<file path="src/rtl/axil_lsu.sv">
// axil_lsu: load/store/fetch unit bridging a single pipeline request port
// to an AXI4-Lite master. Handles 8/16/32/64-bit accesses, bus error
// decoding and a per-state watchdog.
module axil_lsu #(
  parameter int unsigned DATA_W  = 32,
  parameter int unsigned ADDR_W  = 32,
  parameter int unsigned TIMEOUT = 255
) (
  input  logic                clock,
  input  logic                resetn,
  input  logic                req_valid,
  output logic                req_ready,
  input  logic                req_we,
  input  logic                req_fetch,
  input  logic [1:0]          req_size,
  input  logic                req_signed,
  input  logic [ADDR_W-1:0]   req_addr,
  input  logic [DATA_W-1:0]   req_wdata,
  output logic                resp_valid,
  output logic [DATA_W-1:0]   resp_data,
  output logic [1:0]          resp_err,
  output logic                busy,
  output logic                awvalid,
  input  logic                awready,
  output logic [ADDR_W-1:0]   awaddr,
  output logic [2:0]          awprot,
  output logic                wvalid,
  input  logic                wready,
  output logic [DATA_W-1:0]   wdata,
  output logic [DATA_W/8-1:0] wstrb,
  input  logic                bvalid,
  output logic                bready,
  input  logic [1:0]          bresp,
  output logic                arvalid,
  input  logic                arready,
  output logic [ADDR_W-1:0]   araddr,
  output logic [2:0]          arprot,
  input  logic                rvalid,
  output logic                rready,
  input  logic [DATA_W-1:0]   rdata,
  input  logic [1:0]          rresp
);

  localparam int unsigned NB    = DATA_W / 8;
  localparam int unsigned OFF_W = $clog2(NB);

  typedef enum logic [2:0] {IDLE, RD_A, RD_D, WR, WR_B, DONE} state_t;

  state_t              state_q, state_n;
  logic [1:0]          size_q, size_n;
  logic                signed_q, signed_n;
  logic [31:0]         cnt_q, cnt_n;

  logic                req_ready_n, resp_valid_n, busy_n;
  logic [DATA_W-1:0]   resp_data_n;
  logic [1:0]          resp_err_n;
  logic                awvalid_n, wvalid_n, bready_n, arvalid_n, rready_n;
  logic [ADDR_W-1:0]   awaddr_n, araddr_n;
  logic [2:0]          awprot_n, arprot_n;
  logic [DATA_W-1:0]   wdata_n;
  logic [NB-1:0]       wstrb_n;

  logic [1:0]          acc_size;
  logic                acc_we;
  logic                aligned;
  logic [OFF_W-1:0]    acc_off;
  logic [7:0]          strb_base;
  logic [15:0]         strb_full;
  logic                expired;
  logic                complete;
  logic [1:0]          err_c;
  logic [DATA_W-1:0]   data_c;

  // Shift the addressed lane down, keep the access width, then extend.
  function automatic logic [DATA_W-1:0] extract(input logic [DATA_W-1:0] rd,
                                                input logic [OFF_W-1:0]  off,
                                                input logic [1:0]        sz,
                                                input logic              sgn);
    logic [DATA_W-1:0] sh;
    logic [DATA_W-1:0] mask;
    logic              sbit;
    sh = rd >> {off, 3'b000};
    unique case (sz)
      2'b00:   begin mask = DATA_W'(8'hFF);          sbit = sh[7];  end
      2'b01:   begin mask = DATA_W'(16'hFFFF);       sbit = sh[15]; end
      2'b10:   begin mask = DATA_W'(32'hFFFF_FFFF);  sbit = sh[31]; end
      default: begin mask = '1;                      sbit = 1'b0;   end
    endcase
    return (sh & mask) | ((sgn && sbit) ? ~mask : '0);
  endfunction

  // Copy the low access-sized chunk of store data into every byte lane.
  function automatic logic [DATA_W-1:0] replicate(input logic [DATA_W-1:0] wd,
                                                  input logic [1:0]        sz);
    logic [DATA_W-1:0] r;
    r = '0;
    for (int unsigned i = 0; i < NB; i++) begin
      unique case (sz)
        2'b00:   r[8*i +: 8] = wd[7:0];
        2'b01:   r[8*i +: 8] = wd[8*(i%2) +: 8];
        2'b10:   r[8*i +: 8] = wd[8*(i%4) +: 8];
        default: r[8*i +: 8] = wd[8*i +: 8];
      endcase
    end
    return r;
  endfunction

  // Request decode: fetch forces a word read; check natural alignment.
  always_comb begin
    acc_size = req_fetch ? 2'b10 : req_size;
    acc_we   = req_we && !req_fetch;
    acc_off  = req_addr[OFF_W-1:0];
    unique case (acc_size)
      2'b00:   begin aligned = 1'b1;                      strb_base = 8'h01; end
      2'b01:   begin aligned = (req_addr[0] == 1'b0);     strb_base = 8'h03; end
      2'b10:   begin aligned = (req_addr[1:0] == 2'b00);  strb_base = 8'h0F; end
      default: begin aligned = (DATA_W == 64) && (req_addr[2:0] == 3'b000);
                     strb_base = 8'hFF; end
    endcase
    strb_full = {8'h00, strb_base} << acc_off;
    expired   = (TIMEOUT != 0) && (cnt_q == 32'(TIMEOUT - 1));
  end

  // Next-state and next-output logic; every completion path funnels through
  // one block so DONE entry always drops all valids/readies together.
  always_comb begin
    state_n      = state_q;
    size_n       = size_q;
    signed_n     = signed_q;
    resp_valid_n = 1'b0;
    resp_data_n  = resp_data;
    resp_err_n   = resp_err;
    awvalid_n    = awvalid;
    awaddr_n     = awaddr;
    awprot_n     = awprot;
    wvalid_n     = wvalid;
    wdata_n      = wdata;
    wstrb_n      = wstrb;
    bready_n     = bready;
    arvalid_n    = arvalid;
    araddr_n     = araddr;
    arprot_n     = arprot;
    rready_n     = rready;
    complete     = 1'b0;
    err_c        = 2'b00;
    data_c       = '0;
    unique case (state_q)
      IDLE: begin
        if (req_valid) begin
          size_n   = acc_size;
          signed_n = req_signed;
          if (!aligned) begin
            complete = 1'b1;
            err_c    = 2'b01;
          end else if (acc_we) begin
            state_n   = WR;
            awvalid_n = 1'b1;
            wvalid_n  = 1'b1;
            awaddr_n  = req_addr;
            awprot_n  = 3'b000;
            wdata_n   = replicate(req_wdata, acc_size);
            wstrb_n   = strb_full[NB-1:0];
          end else begin
            state_n   = RD_A;
            arvalid_n = 1'b1;
            rready_n  = 1'b1;
            araddr_n  = req_addr;
            arprot_n  = req_fetch ? 3'b100 : 3'b000;
          end
        end
      end
      RD_A, RD_D: begin
        if (arvalid && arready) arvalid_n = 1'b0;
        if (rvalid) begin
          complete = 1'b1;
          err_c    = (rresp != 2'b00) ? 2'b10 : 2'b00;
          data_c   = (rresp != 2'b00) ? '0 : extract(rdata, araddr[OFF_W-1:0], size_q, signed_q);
        end else if (arvalid && arready) begin
          state_n = RD_D;
        end else if (expired) begin
          complete = 1'b1;
          err_c    = 2'b11;
        end
      end
      WR: begin
        if (awready) awvalid_n = 1'b0;
        if (wready)  wvalid_n  = 1'b0;
        if ((!awvalid || awready) && (!wvalid || wready)) begin
          state_n  = WR_B;
          bready_n = 1'b1;
        end else if (expired) begin
          complete = 1'b1;
          err_c    = 2'b11;
        end
      end
      WR_B: begin
        if (bvalid) begin
          complete = 1'b1;
          err_c    = (bresp != 2'b00) ? 2'b10 : 2'b00;
        end else if (expired) begin
          complete = 1'b1;
          err_c    = 2'b11;
        end
      end
      DONE:    state_n = IDLE;
      default: state_n = IDLE;
    endcase
    if (complete) begin
      state_n      = DONE;
      resp_valid_n = 1'b1;
      resp_err_n   = err_c;
      resp_data_n  = data_c;
      arvalid_n    = 1'b0;
      rready_n     = 1'b0;
      awvalid_n    = 1'b0;
      wvalid_n     = 1'b0;
      bready_n     = 1'b0;
    end
    cnt_n       = (state_q == IDLE || state_n != state_q) ? '0 : cnt_q + 32'd1;
    req_ready_n = (state_n == IDLE);
    busy_n      = (state_n != IDLE);
  end

  // State, latched request fields and all registered outputs.
  always_ff @(posedge clock or negedge resetn) begin
    if (!resetn) begin
      state_q    <= IDLE;
      size_q     <= '0;
      signed_q   <= 1'b0;
      cnt_q      <= '0;
      req_ready  <= 1'b1;
      resp_valid <= 1'b0;
      resp_data  <= '0;
      resp_err   <= '0;
      busy       <= 1'b0;
      awvalid    <= 1'b0;
      awaddr     <= '0;
      awprot     <= '0;
      wvalid     <= 1'b0;
      wdata      <= '0;
      wstrb      <= '0;
      bready     <= 1'b0;
      arvalid    <= 1'b0;
      araddr     <= '0;
      arprot     <= '0;
      rready     <= 1'b0;
    end else begin
      state_q    <= state_n;
      size_q     <= size_n;
      signed_q   <= signed_n;
      cnt_q      <= cnt_n;
      req_ready  <= req_ready_n;
      resp_valid <= resp_valid_n;
      resp_data  <= resp_data_n;
      resp_err   <= resp_err_n;
      busy       <= busy_n;
      awvalid    <= awvalid_n;
      awaddr     <= awaddr_n;
      awprot     <= awprot_n;
      wvalid     <= wvalid_n;
      wdata      <= wdata_n;
      wstrb      <= wstrb_n;
      bready     <= bready_n;
      arvalid    <= arvalid_n;
      araddr     <= araddr_n;
      arprot     <= arprot_n;
      rready     <= rready_n;
    end
  end

endmodule
</file>
<file path="config.mk">
export PLATFORM = sky130hd
export DESIGN_NAME = axil_lsu
export DESIGN_NICKNAME = d
export VERILOG_FILES = /design/src/rtl/axil_lsu.sv
export SDC_FILE = /design/constraint.sdc
export NUM_CORES = 1
export LEC_CHECK = 0
export BUFFER_PORTS_ARGS = -buffer_cell sky130_fd_sc_hd__buf_2
export CAP_MARGIN = 5
export CORE_MARGIN = 2
export CORE_UTILIZATION = 37
export CTS_CLUSTER_SIZE = 28
export DETAILED_ROUTE_END_ITERATION = 10
export PLACE_DENSITY = 0.72
export SYNTH_ARGS = -nofsm -noshare
export SYNTH_HDL_FRONTEND = slang
export SYNTH_SLANG_ARGS = --single-unit
</file>
<file path="constraint.sdc">
create_clock -name clock -period 2.26 [get_ports clock]
set_input_delay 0.113 -clock clock [delete_from_list [all_inputs] [get_ports clock]]
set_output_delay 0.113 -clock clock [all_outputs]
set_load 0.1 [all_outputs]
</file>
# Yosys cells after proc, flatten, opt, wreduce, memory -nomap -nowiden
# Index checks and enable logic that the tools add are counted.
[op_classes]
magnitude_cmp = 0
mul = 0
n_addsub = 1
reduce_logical = 35
shift = 2
eq_ne = 18
mux = 65
div = 0
n_bitwise = 5
[op_table]
columns = ["cell", "n"]
rows = [
  ["two-way mux 32 bit", 7],
  ["case mux 32 bit (2 select lines)", 1],
  ["adder 32 x 1 -> 32 bit (second input constant)", 1],
  ["AND 32 bit", 1],
  ["equality test 32 x 8 -> 1 bit (second input constant)", 1],
  ["NOT 32 bit", 1],
  ["bitwise OR 32 bit", 1],
  [">> shifter 32 x 5 -> 32 bit", 1],
  ["two-way mux 1 bit", 29],
  ["case mux 8 bit (3 select lines)", 1],
  ["two-way mux 3 bit", 7],
  ["!= test 3 bit (second input constant)", 7],
  ["two-way mux 2 bit", 9],
  ["two-way mux 8 bit", 2],
  ["case mux 8 bit (2 select lines)", 1],
  ["AND reduction 5 bit", 3],
  ["nonzero test 2 bit", 7],
  ["case mux 3 bit (4 select lines)", 1],
  ["AND reduction 4 bit", 3],
  ["nonzero test 3 bit", 3],
  ["case mux 2 bit (4 select lines)", 1],
  ["left shift 8 x 2 -> 4 bit", 1],
  ["equality test 3 x 2 -> 1 bit (second input constant)", 2],
  ["zero test 2 bit", 3],
  ["other kinds (16)", 32],
]
[word_totals]
mem_bits_ro = 0
latchBits = 0
ram_bits = 0
mem_count = 0
ff_bits = 183
wordCells = 145
inputBits = 113

# Logic depth before layout (Yosys ltp)
[logic_depth]
depth_word = 10
ltp_mapped = 10

# Worst setup path before layout
# Ideal clock, no wire load.
[synth_path]
path_type = "register to register"
start = "reg wvalid"
end = "reg arvalid"
path_buffers = 2
t_arrival_ns = 2.535
synth_period_minus_slack_ns = 2.662
setup_slack_ns = -0.402
t_required_ns = 2.134
path_stages_with_launch = 9
path_cell_list = "dfrtp_1 > nor2b_1 > o21bai_1 > a2111oi_4 > nand2b_1 > nor2b_1 > buf_6 > buf_6 > a311o_1"
[synth_between]
elab_chain_cells = 7
elab_cells_between_ends = 12
[synth_lines]
columns = ["item", "line", "rtl"]
rows = [
  ["start: declaration", "27", "output logic wvalid,"],
  ["start signal: assignment", "260", "wvalid <= wvalid_n;"],
  ["zero test 1 bit *", "188", "if ((!awvalid || awready) && (!wvalid || wready)) begin"],
  ["logical OR 1 bit *", "188", ""],
  ["logical AND 1 bit *", "188", ""],
  ["two-way mux 1 bit *", "188", ""],
  ["case mux 1 bit (4 select lines) *", "147", "unique case (state_q)"],
  ["!= test 3 bit (no line) or nonzero test 3 bit (tied branches)", "n/a", ""],
  ["AND reduction 5 bit (no line)", "n/a", ""],
  ["end signal: assignment", "264", "arvalid <= arvalid_n;"],
  ["end: declaration", "34", "output logic arvalid,"],
]
# Every way passes the cells marked *; elsewhere a longest branch is shown, timed or not.
# A chain may end at the register's enable or synchronous reset.

# Worst setup path after layout
[layout_path]
start = "reg cnt_q[9]"
end = "reg resp_data[22]"
[layout_between]
elab_chain_cells = 5
elab_cells_between_ends = 7
[layout_lines]
columns = ["item", "line", "rtl"]
rows = [
  ["start: declaration", "52", "logic [31:0] cnt_q, cnt_n;"],
  ["start signal: assignment", "251", "cnt_q <= cnt_n;"],
  ["equality test 32 x 8 -> 1 bit *", "121", "expired = (TIMEOUT != 0) && (cnt_q == 32'(TIMEOUT - 1));"],
  ["two-way mux 1 bit *", "180, 191, 200", ""],
  ["two-way mux 1 bit", "178", "end else if (arvalid && arready) begin"],
  ["two-way mux 1 bit", "174", "if (rvalid) begin"],
  ["case mux 1 bit (4 select lines) *", "147", ""],
  ["end signal: assignment", "254", "resp_data <= resp_data_n;"],
  ["end: declaration", "20", "output logic [DATA_W-1:0] resp_data,"],
]
# Marks and branches as above.

==> flow_summary.json <==
{
  "synth_compound_area_share_pct": 11.0,
  "synthCells": 851,
  "yosysSeqAreaShare_pct": 53.7,
  "relSlewSlack_pct": 53.1,
  "stdcell_area_mm2": 0.0116,
  "antenna_found_initial": 2,
  "tightest_slew_ns": 0.704,
  "gp_congestion": 0.899,
  "fp.coreArea_mm2": 0.0225,
  "synthFlopType": "dfrtp_1",
  "cts_sinks": 181,
  "grt_pass1_wl_um": 39200,
  "drt.antenna.violating_nets": 0,
  "max-cap-violations": 0,
  "setup_viol": 0,
  "synth_cell_types": 59,
  "yosysWarnings": 0,
  "fin_crit_sh_pct": 96.1,
  "grt_max_degree": 64,
  "clkLatencyLatePin_ns": 0.43,
  "cts_tree": "built",
  "synth_top_family_by_area": "simple AND/OR/NAND/NOR gates",
  "hold_viol_final": 0,
  "clk_pin_slew_ns": 0.07,
  "drt_iter0_markers": 602,
  "syn_to_final_growth_pct": 37.4,
  "yosys.area_share.simple_pct": 19.8,
  "cp.arrival_ns": 2.49,
  "hold_slack_ns": 0.0153,
  "dieWidth_um": 155,
  "io_pins": 261,
  "grt_overflow": 0,
  "dieArea_mm2": 0.0240,
  "worst_clock_skew_ns": 0.0164,
  "portBuffers": 255,
  "grt_pass1_vias": 7526,
  "yosys.area_share.adder_pct": 0.296,
  "fin_nets": 1298,
  "ys_async_sr_fraction_pct": 100,
  "end_kind": "flip-flop",
  "min_path_type": "input port to flip-flop",
  "ys_ff_latch": 181,
  "cts_buffers": 17,
  "synth-edff-count": 0,
  "finalMaxSlewViolations": 0,
  "dieHeight_um": 155,
  "critPathMaxFanout": 16,
  "period_needed_ns": 2.17,
  "critical_path_class": "flip-flop to flip-flop",
  "clk_path_buf_depth": 2,
  "cts_max_level": 4,
  "wl_um": 25300,
  "postPlaceCellArea_mm2": 0.0103,
  "drt-wirelength-per-cell_um": 17.1,
  "fmax_mhz": 460,
  "gr-usage-all-layers_pct": 20.6,
  "status": "finished, final reports clean",
  "num_rows": 55,
  "synth.avg_cell_area_um2": 9.92,
  "start_kind": "flip-flop",
  "vias_per_cell": 5.21,
  "synth_xor_area_share_pct": 3.22,
  "initial_utilization_pct": 37.5,
  "synth_mux_area_share_pct": 8.58,
  "required_ns": 2.58,
  "drc": 0,
  "dp.final_hpwl_um": 17500,
  "drive_above_1_share_pct": 33.2,
  "drt_first_pass_iters": 5,
  "cts-root-buf": "clkbuf_16",
  "synth_area_mm2": 0.00844,
  "vias": 7716
}
per-stage QoR:
step                util [%]  worst slack [ns]  cells  TNS, ns
finish                  51.5            0.0876   1482        0
global route            51.5          -0.00479   1482  -0.0148
CTS                     51.1           0.00740   1476        0
detailed placement      45.6           -0.0127   1381  -0.0399
global placement        45.6            0.0842   1381        0
floorplan                  -           -0.0318    855  -0.0426
layer usage:
layer  routed length [um]  global-route usage, %  part of all wire, %  vias up
li1                     -                      -                    -     3598
met1                10400                   26.0                   41     3755
met3                 1580                   4.51                  6.3       65
met4                  928                   9.39                  3.7        2
met5                   16                      0                0.063        -
met2                12400                   34.1                   49      296
cell usage in the layout, fill, tap and decap left out, types with 3 or more instances in the layout:
cell,netlist,routed
or3_1,4,4
dfrtp_2,0,3
a22o_1,24,24
nand4_1,16,16
dlygate4sd3_1,0,63
a21oi_1,22,22
nand2_1,205,204
clkinv_4,0,3
a32o_1,7,7
nor2_1,70,67
and2_1,4,4
a21o_1,3,3
clkbuf_16,0,18
xnor2_1,9,8
inv_1,8,8
and3_1,4,4
o21ai_0,40,40
o31ai_1,3,3
mux2_2,35,35
nor2b_1,13,10
buf_2,17,254
inv_6,0,3
conb_1,1,5
buf_4,5,35
nor4_1,9,8
a31oi_1,8,8
mux2i_1,33,33
nand3b_1,4,4
xor2_1,22,22
nor2b_2,0,3
nor3_1,10,9
buf_12,0,7
inv_8,0,4
dfrtp_1,180,173
dfrtp_4,0,4
nand3_1,17,16
a211o_1,9,9
nor3_2,2,3
sequential cells by signal (all words and copies together) (netlist names), 2 cells and up:
| register | flops |
|---|---|
| size_q | 2 |
| araddr | 32 |
| state_q | 3 |
| wdata | 32 |
| resp_err | 2 |
| wstrb | 4 |
| awaddr | 32 |
| cnt_q | 32 |
| resp_data | 32 |
timing repair:
item | CTS | global route
endpoints found under the hold margin | 133 | 0
pin swaps | 0 | 1
buffers inserted | 0 | 3
setup endpoints to repair | 16 | 69
gates resized for setup | 1 | 9
gates cloned | 0 | 2
hold buffers | 63 | 0
cells by family after synthesis:
kind of cell	count (synthesis)
compound gates	133
flops	181
buf+inv	61
other cells	1
mux	68
fa+ha+maj	2
xor+xnor	31
simple gates	374
synth_stat cells (4+ instances only):
master | number | share of area [%]
xor2_1 | 22 | 2.3
dfrtp_1 | 180 | 53
or3_1 | 4 | 0.30
o21ai_0 | 40 | 2.4
inv_1 | 8 | 0.36
buf_2 | 17 | 1.0
nand4_1 | 16 | 1.2
mux2_2 | 35 | 4.7
nor4_1 | 9 | 0.67
nand3_1 | 17 | 1.0
a22o_1 | 24 | 2.5
nand3b_1 | 4 | 0.36
a32o_1 | 7 | 0.83
nor2_1 | 70 | 3.1
buf_4 | 5 | 0.44
and3_1 | 4 | 0.30
nor3_1 | 10 | 0.59
xnor2_1 | 9 | 0.93
mux2i_1 | 33 | 3.9
clkbuf_1 | 25 | 1.1
nor2b_1 | 13 | 0.96
and2_1 | 4 | 0.30
a21oi_1 | 22 | 1.3
a211o_1 | 9 | 0.93
a31oi_1 | 8 | 0.59
nand2_1 | 205 | 9.1
critical path, stage by stage, from the launching register on:
cell,delay [ns]
dfrtp_1,0.43
nor4_2,0.35
nand4_1,0.21
nor3_2,0.24
o21ai_0,0.17
nor2b_4,0.23
clkbuf_16,0.19
a22o_1,0.23
path summary, 6_finish.rpt:
| check | startpoint | endpoint | slack, ns | depth (start not counted) |
|---|---|---|---|---|
| max | cnt_q[9]$_DFF_PN0_ | resp_data[22]$_DFFE_PN0P_ | 0.09 | 7 |
| min | req_wdata[30] | wdata[30]$_DFFE_PN0P_ | 0.02 | 3 |
| max reg2reg | cnt_q[9]$_DFF_PN0_ | resp_data[22]$_DFFE_PN0P_ | 0.09 | 7 |
| min reg2reg | awaddr[29]$_DFFE_PN0P_ | awaddr[29]$_DFFE_PN0P_ | 0.47 | 2 |
| max in group asynchronous | resetn | awaddr[5]$_DFFE_PN0P_ | 1.32 | 3 |
| min in group asynchronous | resetn | resp_data[10]$_DFFE_PN0P_ | 0.17 | 2 |
final cells by class:
type	instances	area, um2
fill	2041	10900
timing repair buffer	361	2340
multi-input combinational	614	3730
clock buffer	17	425
inverter	8	30.0
clock inverter	15	164
antenna	1	2.50
tap	285	357
sequential	181	4550
Power is left out: the tool's default activity adds up to more than one toggle a clock period on the data nets, which glitch-free logic cannot reach.
